===== src/rtl/rv_pkg.sv =====
// Shared definitions for the RISC pipeline: datapath widths, ALU op codes,
// write-back select encodings and the EX-stage squash FSM states.
package rv_pkg;

    localparam int XLEN = 32;
    localparam int REGW = 5;

    typedef enum logic [2:0] {
        ALU_ADD = 3'b000,
        ALU_SUB = 3'b001,
        ALU_AND = 3'b010,
        ALU_OR  = 3'b011,
        ALU_SLT = 3'b101
    } alu_op_e;

    typedef enum logic [1:0] {
        RES_ALU = 2'b00,
        RES_MEM = 2'b01,
        RES_PC4 = 2'b10
    } result_src_e;

    typedef enum logic {
        EX_RUN,
        EX_SHADOW
    } ex_state_e;

endpackage


===== src/rtl/alu.sv =====
// Purely combinational ALU for the EX stage; unknown op codes produce zero,
// which therefore also raises the zero flag.
module alu
    import rv_pkg::*;
(
    input  logic [XLEN-1:0] SrcA,
    input  logic [XLEN-1:0] SrcB,
    input  logic [2:0]      ALUControl,
    output logic [XLEN-1:0] result,
    output logic            zero
);

    always_comb begin
        result = '0;
        case (ALUControl)
            ALU_ADD: result = SrcA + SrcB;
            ALU_SUB: result = SrcA - SrcB;
            ALU_AND: result = SrcA & SrcB;
            ALU_OR:  result = SrcA | SrcB;
            ALU_SLT: result = {{(XLEN-1){1'b0}}, ($signed(SrcA) < $signed(SrcB))};
            default: result = '0;
        endcase
    end

    assign zero = (result == '0);

endmodule


===== src/rtl/execute_stage.sv =====
// EX stage: ALU, branch resolution, EX/MEM pipeline register, one-cycle
// wrong-path squash after a taken branch and saturating branch counters.
module execute_stage
    import rv_pkg::*;
#(
    parameter int CNTW = 16
)
(
    input  logic            clk,
    input  logic            rst,
    input  logic            stall,
    input  logic [XLEN-1:0] A,
    input  logic [XLEN-1:0] B,
    input  logic [XLEN-1:0] IMM,
    input  logic [REGW-1:0] rd_in,
    input  logic [2:0]      ALUControl,
    input  logic            ALUSrc,
    input  logic [1:0]      ResultSrc,
    input  logic            MemWrite,
    input  logic            RegWrite,
    input  logic            BF,
    output logic            zeroFlag,
    output logic            take_branch,
    output logic [XLEN-1:0] ALUResult_M,
    output logic [XLEN-1:0] WriteData_M,
    output logic [REGW-1:0] rd_M,
    output logic [1:0]      ResultSrc_M,
    output logic            MemWrite_M,
    output logic            RegWrite_M,
    output logic [CNTW-1:0] br_taken_cnt,
    output logic [CNTW-1:0] br_total_cnt
);

    ex_state_e       state_q;
    ex_state_e       state_d;
    logic [XLEN-1:0] src_b;
    logic [XLEN-1:0] alu_result;
    logic            squash;
    logic            kill_ctrl;

    assign src_b = ALUSrc ? IMM : B;

    alu u_alu (
        .SrcA       (A),
        .SrcB       (src_b),
        .ALUControl (ALUControl),
        .result     (alu_result),
        .zero       (zeroFlag)
    );

    assign squash      = (state_q == EX_SHADOW);
    assign take_branch = BF & zeroFlag & ~squash & ~stall;
    // Branches and squashed slots must never write the register file or memory.
    assign kill_ctrl   = BF | squash;

    always_ff @(posedge clk or negedge rst) begin
        if (!rst) begin
            state_q <= EX_RUN;
        end else begin
            state_q <= state_d;
        end
    end

    always_comb begin
        state_d = state_q;
        case (state_q)
            EX_RUN:    if (take_branch) state_d = EX_SHADOW;
            EX_SHADOW: if (!stall)      state_d = EX_RUN;
            default:   state_d = EX_RUN;
        endcase
    end

    always_ff @(posedge clk or negedge rst) begin
        if (!rst) begin
            ALUResult_M <= '0;
            WriteData_M <= '0;
            rd_M        <= '0;
            ResultSrc_M <= '0;
            MemWrite_M  <= 1'b0;
            RegWrite_M  <= 1'b0;
        end else if (!stall) begin
            ALUResult_M <= alu_result;
            WriteData_M <= B;
            rd_M        <= rd_in;
            ResultSrc_M <= ResultSrc;
            MemWrite_M  <= MemWrite & ~kill_ctrl;
            RegWrite_M  <= RegWrite & ~kill_ctrl;
        end
    end

    // Counters stick at all-ones rather than wrapping.
    always_ff @(posedge clk or negedge rst) begin
        if (!rst) begin
            br_taken_cnt <= '0;
            br_total_cnt <= '0;
        end else if (!stall) begin
            if (BF && !squash && (br_total_cnt != '1)) begin
                br_total_cnt <= br_total_cnt + CNTW'(1);
            end
            if (take_branch && (br_taken_cnt != '1)) begin
                br_taken_cnt <= br_taken_cnt + CNTW'(1);
            end
        end
    end

endmodule


===== config.mk =====
export PLATFORM = sky130hd
export DESIGN_NAME = execute_stage
export DESIGN_NICKNAME = d
export VERILOG_FILES = /design/src/rtl/rv_pkg.sv /design/src/rtl/alu.sv /design/src/rtl/execute_stage.sv
export SDC_FILE = /design/constraint.sdc
export NUM_CORES = 1
export LEC_CHECK = 0
export ABC_AREA = 1
export CORE_MARGIN = 2
export CORE_UTILIZATION = 55
export DETAILED_ROUTE_END_ITERATION = 12
export PLACE_DENSITY_LB_ADDON = 0.12
export SYNTH_ARGS = -nofsm -noshare
export SYNTH_HDL_FRONTEND = slang
export SYNTH_SLANG_ARGS = --single-unit

===== constraint.sdc =====
create_clock -name clk -period 9.33 [get_ports clk]
set_input_delay 1.3995 -clock clk [delete_from_list [all_inputs] [get_ports clk]]
set_output_delay 1.3995 -clock clk [all_outputs]
set_load 0.05 [all_outputs]

; ---- Word level (Yosys, flattened, before mapping)
; Cells that the tools add are included.
[op_classes]
bitwise_logic = 11
n_mux = 5
add_sub_neg = 4
multipliers = 0
n_shift = 0
eq_ne = 6
n_lt_le_gt_ge = 1
div_mod_pow = 0
n_reduce_logical = 8
[ops]
columns = op, count
row1 = $pmux W32 S5, 1
row2 = $add A16 B1 Y16 const B, 2
row3 = $add A32 B32 Y32, 1
row4 = $and A32 B32 Y32, 1
row5 = $logic_not A32 Y1, 1
row6 = $lt A32 B32 Y1, 1
row7 = $mux W32, 1
row8 = $ne A16 B16 Y1 const B, 2
row9 = $or A32 B32 Y32, 1
row10 = $sub A32 B32 Y32, 1
row11 = $eq A3 B2 Y1 const B, 2
row12 = $and A1 B1 Y1, 5
row13 = $reduce_and A2 Y1, 2
row14 = $eq A3 B1 Y1 const B, 1
row15 = $eq A3 B3 Y1 const B, 1
row16 = $logic_and A1 B1 Y1, 3
row17 = $logic_not A3 Y1, 1
row18 = $not A1 Y1, 3
row19 = $mux W1, 2
row20 = $pmux W1 S2, 1
row21 = $logic_not A1 Y1, 1
row22 = $or A1 B1 Y1, 1
[totals]
mem_bits_ro = 0
regBits = 106
latchBits = 0
ram_bits = 0
n_memories = 0

; ---- Logic depth before layout (Yosys ltp)
; Gate-level depths: netlist of run 1.
[logic_depth]
depth_word = 9
depth_mapped = 29

; ---- Modules after synthesis
; From an unflattened synthesis of run 1, not the netlist that was laid out.
[hier_totals]
hier_cells = 2015
hier_area_um2 = 11742.5
[modules_own_cells]
columns = mod, n_inst, seq_area_each_um2, cells_per_inst, area_each_um2
row1 = alu, 1, 0.0, 1331, 6597.6
row2 = execute_stage, 1, 2652.5, 684, 5144.9

; ---- Worst setup path after synthesis of run 1
; Ideal clock, no wire load.
[synth_path]
path_type = input -> output
from = in ALUSrc
to = out take_branch
arrival_time_ps = 4456
path_buffers = 2
t_required_ps = 7931
path_stages = 24
path_slack_ps = 3475
cell_sequence = clkbuf_1 clkbuf_1 nand2_1 o21ai_0 inv_1 ha_1 fa_1 nand3_1 nand3_1 nand2_1 nand2_1 nand2_1 nand2_1 nand2_1 nand3_1 nand3_1 nand3_1 nor2_1 nand2_1 nor2_1 nand2_2 nor2_8 nand2_1 inv_1
[synth_between]
elab_chain_len = 7
[synth_lines]
columns = item, line
row1 = start: declaration, execute_stage.sv:17  ; input logic ALUSrc,
row2 = $mux W32 (*), execute_stage.sv:41  ; assign src_b = ALUSrc ? IMM : B;
row3 = "$sub A32 B32 Y32, or another cell as far along", alu.sv:17  ; ALU_SUB: result = SrcA - SrcB;
row4 = $pmux W32 S5 (*), alu.sv:15  ; case (ALUControl)
row5 = $logic_not A32 Y1 (*), alu.sv:25  ; assign zero = (result == '0);
row6 = $and A1 B1 Y1 (*) (3 in series), execute_stage.sv:52  ; assign take_branch = BF & zeroFlag & ~squash & ~stall;
row7 = end: declaration, execute_stage.sv:23  ; output logic take_branch,
; Mark *: on every way between the ends. The rest lies on a longest branch, timed or not.

; ---- Worst setup path after layout of run 1
[layout_path]
from = in B[18]
to = out take_branch
[layout_between]
elab_chain_len = 7
[layout_lines]
columns = item, line
row1 = start: declaration, execute_stage.sv:13  ; input logic [XLEN-1:0] B,
row2 = $mux W32 (*), execute_stage.sv:41
row3 = "$sub A32 B32 Y32, or another cell as far along", alu.sv:17
row4 = $pmux W32 S5 (*), alu.sv:15
row5 = $logic_not A32 Y1 (*), alu.sv:25
row6 = $and A1 B1 Y1 (*) (3 in series), execute_stage.sv:52
; Marked as above.

==> flow_summary.yaml, run 1 <==
timing:
  fin_clk_skew_ns: 0.01025
  grt_setup_unrepaired: "false"
  max_slew_margin: 0.2651
  report.final.hold_viol_count: 0
  tightest_slew_ns: 1.091
  timing.final.crit_period_ns: 7.794
  timing.setup.tns_ns: 0
  drv_slew: 0
  fmax_mhz: 128.3
  fin_crit_sh: 0.8354
  timing.final.setup_violations: 0
  timing.hold.ws_ns: 0.4803
setup_path:
  r2r-end: "br_total_cnt[15]"
  worstPathRequired_ns: 7.93
  end_kind: "primary output"
  worst_r2r_path_depth: 13
  timing.critical_path.slowest_cell_delay_ns: 0.87
  crit_path_cell_trace: "clkdlybuf4s50_1 -> o21ai_0 -> ha_1 -> nor2_2 -> inv_2 -> nor2_1 -> nand2_1 -> nor2_1 -> nand2_1 -> nand3_1 -> nand2_1 -> nand3_1 -> nand3_1 -> nor2_1 -> nand2_1 -> nor2_1 -> nand2_2 -> nor2_8 -> nand2_1 -> inv_1 -> clkdlybuf4s50_1"
  slowest_stage: "sky130_fd_sc_hd__o21ai_0"
  crit_arrival_ns: 6.39
  critPathTopFamily: "simple AND/OR/NAND/NOR gates"
  worst-path-max-fanout: 19
  cp_common_cell: "sky130_fd_sc_hd__nand2_1"
  setup.worst_path.class: "in2out"
  rrSetupSlack_ns: 6.47
  critPathBufInv: 4
  timing.critical_path.from_type: "primary input"
  timing.critical_path.from: "B[18]"
  r2r_start: "squash"
logic_synthesis:
  ys.flop_type: "sky130_fd_sc_hd__dfrtp_1"
  asyncSetResetFlopFracSynth: 1.000
  synth_seq_cells: 106
  syn-num-nets: 2173
  post_synthesis_instance_area_sq_um: 11420
  synthesized_area_divided_by_synthesized_cell_count_sq_um: 5.846
  synth-edff-count: 0
  yosys_warning_count: 0
  ys_types: 43
  synth-seq-area-share: 0.2322
  postSynthCellCount: 1954
clocking:
  clk-insertion-delay-late_ns: 0.37
  htree_num_levels: 3
  clockBufferDepth: 2
  numCtsBuffers: 9
  cts_sink_count: 106
  cts_repair_resize_count: 0
  cts-root-buf: "sky130_fd_sc_hd__clkbuf_16"
  clock_transition_at_the_registers_of_the_reported_paths_ns: 0.07
  post_cts.repair.setup_buffers: 0
  postCtsHoldBufs: 0
  cts_tree: "done"
die:
  placeableCoreArea_sq_um: 20300
  dieArea_sq_um: 21940
  fp-row-count: 52
  floorplan.initialDensity: 0.5627
  fp.dieH_um: 148.1
  dieWidth_um: 148.1
  pin_count: 220
route:
  detail_route.first_pass.iterations: 6
  via_count: 13245
  via_per_inst: 5.510
  post_drt_wl_per_cell_um: 18.07
  postRouteAntennaNets: 0
  drt-total-wl_um: 43450
  route.detailed.drc: 0
  detail_route.iter0.violations: 1220
finish:
  final_layout_size_suffix_gt1_frac: 0.02437
  finish.net_count: 2348
  layout.cells.most_common_list: "sky130_fd_sc_hd__nand2_1, sky130_fd_sc_hd__inv_1, sky130_fd_sc_hd__clkdlybuf4s50_1"
  layout_commonest_cell: "sky130_fd_sc_hd__nand2_1"
  antenna_cells_inserted: 0
  syn_to_layout_area_delta_pct: 22.68
hold_path:
  worstHoldStart: "ALUResult_M[29]"
  end_point_of_the_worst_hold_path: "ALUResult_M[29]"
  hold_class: "reg2reg"
  whs_path_cells: 2
global_routing:
  globalRoute.busiestLayer: "met2"
  first_pass_grt_wire_length_um: 66430
  use_met3: 0.09141
  gr-usage-all-layers: 0.3902
  first_global_vias: 12462
  pin_count_of_the_biggest_net_entering_global_routing: 78
  initial_antenna_violation_count: 0
  use_met1: 0.4862
  grt-ovfl-total: 0
  global_route_track_usage_on_met2: 0.6347
placement:
  gpl.final_weighted_congestion: 1.157
  post_detail_place_hpwl_um: 34620
  number_of_i_o_port_buffers: 219
flow_run:
  drv.max_cap_violation_count: 0
power:
  p_leak_nw: 7.996
  ir_drop_mv: 0.09440
  p_per_area_nw_per_um2: 134.0
run_status:
  outcome: "complete, no violations"
## worst reg2reg max path, cell delays in order (launching register included)
cell and delay (ns):
sky130_fd_sc_hd__dfrtp_1 0.39, sky130_fd_sc_hd__inv_1 0.07, sky130_fd_sc_hd__nand2_1 0.08, sky130_fd_sc_hd__nor2_4 0.47, sky130_fd_sc_hd__nand2_1 0.30, sky130_fd_sc_hd__inv_2 0.15
sky130_fd_sc_hd__nand4_1 0.13, sky130_fd_sc_hd__nor2_1 0.12, sky130_fd_sc_hd__nand2_1 0.12, sky130_fd_sc_hd__nor2_1 0.19, sky130_fd_sc_hd__nand3_1 0.14, sky130_fd_sc_hd__nor3_1 0.29
sky130_fd_sc_hd__nand3_1 0.16, sky130_fd_sc_hd__xnor2_1 0.16
## synth_stat cells (3+ instances only)
cell,count,area [sq um]
sky130_fd_sc_hd__nor3_1,17,85.08
sky130_fd_sc_hd__xor2_1,19,166.4
sky130_fd_sc_hd__a21oi_1,46,230.2
sky130_fd_sc_hd__buf_2,23,115.1
sky130_fd_sc_hd__nand2_2,4,25.02
sky130_fd_sc_hd__o21bai_1,5,37.54
sky130_fd_sc_hd__and3_1,4,25.02
sky130_fd_sc_hd__nand3_1,129,645.6
sky130_fd_sc_hd__nor2_2,6,37.54
sky130_fd_sc_hd__ha_1,104,1301
sky130_fd_sc_hd__xnor2_1,11,96.34
sky130_fd_sc_hd__a31oi_1,5,31.28
sky130_fd_sc_hd__nor4_1,4,25.02
sky130_fd_sc_hd__buf_4,5,37.54
sky130_fd_sc_hd__inv_2,8,30.03
sky130_fd_sc_hd__inv_1,377,1415
sky130_fd_sc_hd__o22ai_1,27,168.9
sky130_fd_sc_hd__nor2_1,126,473.0
sky130_fd_sc_hd__nand4_1,27,168.9
sky130_fd_sc_hd__clkbuf_1,30,112.6
sky130_fd_sc_hd__buf_1,3,11.26
sky130_fd_sc_hd__nand2_1,769,2887
sky130_fd_sc_hd__o21ai_0,62,310.3
sky130_fd_sc_hd__nand3b_1,13,97.59
sky130_fd_sc_hd__dfrtp_1,106,2653
## kinds of logic (layout without fill, tap and decap cells)
kind of cell | after synthesis | after routing | share of synthesized area
AOI/OAI and AO/OA | 152 | 152 | 0.07285
xor gates and xnor gates | 30 | 30 | 0.02300
adders and majority gates | 106 | 106 | 0.1174
buffers and inverters | 450 | 630 | 0.1528
DFF | 106 | 106 | 0.2322
and+or+nand+nor | 1110 | 1110 | 0.4017
## how the worst max path moves through the flow
stage	endpoint	slack [ns]	cells past startpoint
final	take_branch	1.54	21
after global routing	take_branch	1.34	22
after CTS	take_branch	1.66	21
after detailed placement	take_branch	1.71	21
after global placement	take_branch	1.75	21
after floorplan	take_branch	3.47	24
## area by class of cell
type | instances | area [sq um]
inverter | 387 | 1453
multi-input combinational | 1398 | 7024
clock inverter | 7 | 80.08
fill | 1829 | 6287
clock buffer | 9 | 225.2
timing repair buffer | 227 | 2240
tap | 270 | 337.8
sequential | 106 | 2653
## routing by layer
metal  part of all wire  vias to the layer above
met5                  0                        -
met4              0.058                        0
met3               0.11                      158
met2               0.45                      770
met1               0.38                     6026
li1                   -                     6291
## flip-flops by register name, indices dropped and copies added, names as in the netlist, 2 cells and up
name,count
ALUResult_M,32
WriteData_M,32
ResultSrc_M,2
br_taken_cnt,16
rd_M,5
br_total_cnt,16
## report_power, final
group | leakage [nW] | total, mW | internal (mW) | switching, mW
logic | 6.50 | 0.917 | 0.284 | 0.633
clock network | 0.146 | 0.413 | 0.192 | 0.221
registers | 1.35 | 0.548 | 0.508 | 0.0396
total | 8.00 | 1.88 | 0.984 | 0.893
## metrics by stage
step	worst slack (ns)	instances	utilization	cell area [sq um]	power (mW)
final	1.536	2404	0.6903	14010	1.877
after global routing	1.337	2404	0.6903	14010	1.964
after CTS	1.662	2404	0.6903	14010	1.861
after detailed placement	1.705	2388	0.6752	13710	1.451
after global placement	1.746	2388	0.6752	13710	1.439
after floorplan	3.475	1954	-	11420	1.120
Note: power is estimated with default switching activity, not from simulation.
==> run 2, diff against run 1 <==
--- a/config.mk
+++ b/config.mk
@@ -7,7 +7,7 @@
 export LEC_CHECK = 0
 export ABC_AREA = 1
 export CORE_MARGIN = 2
-export CORE_UTILIZATION = 55
+export CORE_UTILIZATION = 54
 export DETAILED_ROUTE_END_ITERATION = 12
 export PLACE_DENSITY_LB_ADDON = 0.12
 export SYNTH_ARGS = -nofsm -noshare
==> constraint.sdc (replaced) <==
create_clock -name clk -period 8.2 [get_ports clk]
set_input_delay 1.23 -clock clk [delete_from_list [all_inputs] [get_ports clk]]
set_output_delay 1.23 -clock clk [all_outputs]
set_load 0.05 [all_outputs]
==> run 2 against run 1 <==
Against the previous run:
- clock skew is 0.00061 ns lower
- sequential share of layout area hardly changed
- power is 13% higher
- routed wire length is 1.3% lower
- largest cell class unchanged
==> flow_summary.yaml, run 2 (synthesis gave the netlist of run 1 again) <==
global_routing:
  first_global_vias: 12406
  pin_count_of_the_biggest_net_entering_global_routing: 78
  gr-usage-all-layers: 0.3821
  first_pass_grt_wire_length_um: 65770
  use_met1: 0.4874
  use_met3: 0.06341
  globalRoute.busiestLayer: "met2"
  initial_antenna_violation_count: 0
  grt-ovfl-total: 0
  global_route_track_usage_on_met2: 0.6298
timing:
  report.final.hold_viol_count: 0
  tightest_slew_ns: 1.038
  grt_setup_unrepaired: "false"
  drv_slew: 0
  fmax_mhz: 132.3
  fin_clk_skew_ns: 0.009641
  timing.hold.ws_ns: 0.4838
  timing.setup.tns_ns: 0
  fin_crit_sh: 0.9220
  timing.final.setup_violations: 0
  timing.final.crit_period_ns: 7.560
  max_slew_margin: 0.3009
power:
  p_leak_nw: 8.002
  p_per_area_nw_per_um2: 151.5
  ir_drop_mv: 0.1282
run_status:
  outcome: "complete, no violations"
flow_run:
  drv.max_cap_violation_count: 0
route:
  drt-total-wl_um: 42880
  via_count: 13065
  route.detailed.drc: 0
  via_per_inst: 5.423
  post_drt_wl_per_cell_um: 17.80
  detail_route.iter0.violations: 1083
  detail_route.first_pass.iterations: 6
  postRouteAntennaNets: 0
placement:
  number_of_i_o_port_buffers: 219
  post_detail_place_hpwl_um: 34390
  gpl.final_weighted_congestion: 1.001
finish:
  layout_top_registers: "ALUResult_M (32), WriteData_M (32)"
  finish.net_count: 2348
  layout.cells.most_common_list: "sky130_fd_sc_hd__nand2_1, sky130_fd_sc_hd__inv_1, sky130_fd_sc_hd__clkdlybuf4s50_1"
  final_layout_size_suffix_gt1_frac: 0.02437
  n_fill_cell: 1901
  layout_commonest_cell: "sky130_fd_sc_hd__nand2_1"
  antenna_cells_inserted: 0
  syn_to_layout_area_delta_pct: 22.83
setup_path:
  worst-path-max-fanout: 41
  crit_arrival_ns: 6.33
  timing.critical_path.from: "ALUSrc"
  timing.critical_path.from_type: "primary input"
  end_kind: "primary output"
  r2r_start: "squash"
  worstPathRequired_ns: 6.97
  setup.worst_path.class: "in2out"
clocking:
  cts_sink_count: 106
  cts_tree: "done"
  cts_repair_resize_count: 0
  post_cts.repair.setup_buffers: 0
  cts-root-buf: "sky130_fd_sc_hd__clkbuf_16"
  numCtsBuffers: 9
  htree_num_levels: 3
  clk-insertion-delay-late_ns: 0.37
  clock_transition_at_the_registers_of_the_reported_paths_ns: 0.07
  postCtsHoldBufs: 0
  clockBufferDepth: 2
die:
  pin_count: 220
  dieArea_sq_um: 22330
  placeableCoreArea_sq_um: 20890
  floorplan.initialDensity: 0.5468
  fp-row-count: 53
  fp.dieH_um: 149.4
  dieWidth_um: 149.4
hold_path:
  worstHoldStart: "WriteData_M[22]"
  hold_class: "reg2reg"
run 2: changes by cell type in the layout (fill, tap and decap cells not counted), sizes merged:
| cell | change |
|---|---|
| clkinv | +1 |
| clkinvlp | -1 |
run 2: stage by stage:
step	instance area, sq um	std cells	power [mW]	setup WS [ns]	util
after floorplan	11420	1954	1.274	2.684	-
after global placement	13710	2393	1.632	0.7252	0.6565
after detailed placement	13710	2393	1.647	0.7351	0.6565
after CTS	14030	2409	2.114	0.7318	0.6716
after global routing	14030	2409	2.237	0.2645	0.6716
final	14030	2409	2.126	0.6399	0.6716
run 2: worst paths after layout:
path | to | slack [ns] | cells past startpoint
min in group asynchronous | ALUResult_M[15] | 0.82 | 1
hold / removal | WriteData_M[22] | 0.48 | 2
max in group asynchronous | rd_M[4] | 6.01 | 2
setup / recovery | take_branch | 0.64 | 21
setup reg to reg | br_total_cnt[15] | 5.32 | 13
hold reg to reg | WriteData_M[22] | 0.48 | 2
run 2: worst max-delay path, stage by stage:
cell and delay (ns):
sky130_fd_sc_hd__buf_2 0.53, sky130_fd_sc_hd__buf_4 0.38, sky130_fd_sc_hd__o21ai_0 0.43, sky130_fd_sc_hd__ha_1 0.66, sky130_fd_sc_hd__nand2_1 0.16, sky130_fd_sc_hd__nor2_1 0.25
sky130_fd_sc_hd__nand2_1 0.16, sky130_fd_sc_hd__nor4_1 0.22, sky130_fd_sc_hd__nand2_1 0.15, sky130_fd_sc_hd__nand2_1 0.08, sky130_fd_sc_hd__nand2_1 0.04, sky130_fd_sc_hd__nand3_1 0.08
sky130_fd_sc_hd__nand3_1 0.12, sky130_fd_sc_hd__nor2_1 0.24, sky130_fd_sc_hd__nand2_1 0.08, sky130_fd_sc_hd__nor2_1 0.12, sky130_fd_sc_hd__nand2_2 0.10, sky130_fd_sc_hd__nor2_8 0.27
sky130_fd_sc_hd__nand2_1 0.13, sky130_fd_sc_hd__inv_1 0.08, sky130_fd_sc_hd__clkdlybuf4s50_1 0.80
run 2: layer usage:
layer / part of all wire / vias to the layer above
li1: - / 6286
met1: 0.40 / 6021
met2: 0.46 / 641
met3: 0.087 / 117
met4: 0.049 / 0
met5: 0 / -
run 2: final cells by class:
cell class,instances,area (sq um),area share
Clock buffer,9,225.2,0.01605
Clock inverter,7,91.34,0.006510
Inverter,387,1453,0.1035
Multi-Input combinational cell,1398,7024,0.5007
Sequential cell,106,2653,0.1891
Tap cell,275,344.1,0.02453
Timing Repair Buffer,227,2240,0.1596
run 2: where the power goes:
part	switching, mW	internal, mW	total [mW]
logic	0.711	0.323	1.03
registers	0.0456	0.578	0.624
clock network	0.247	0.221	0.468
total	1.00	1.12	2.13
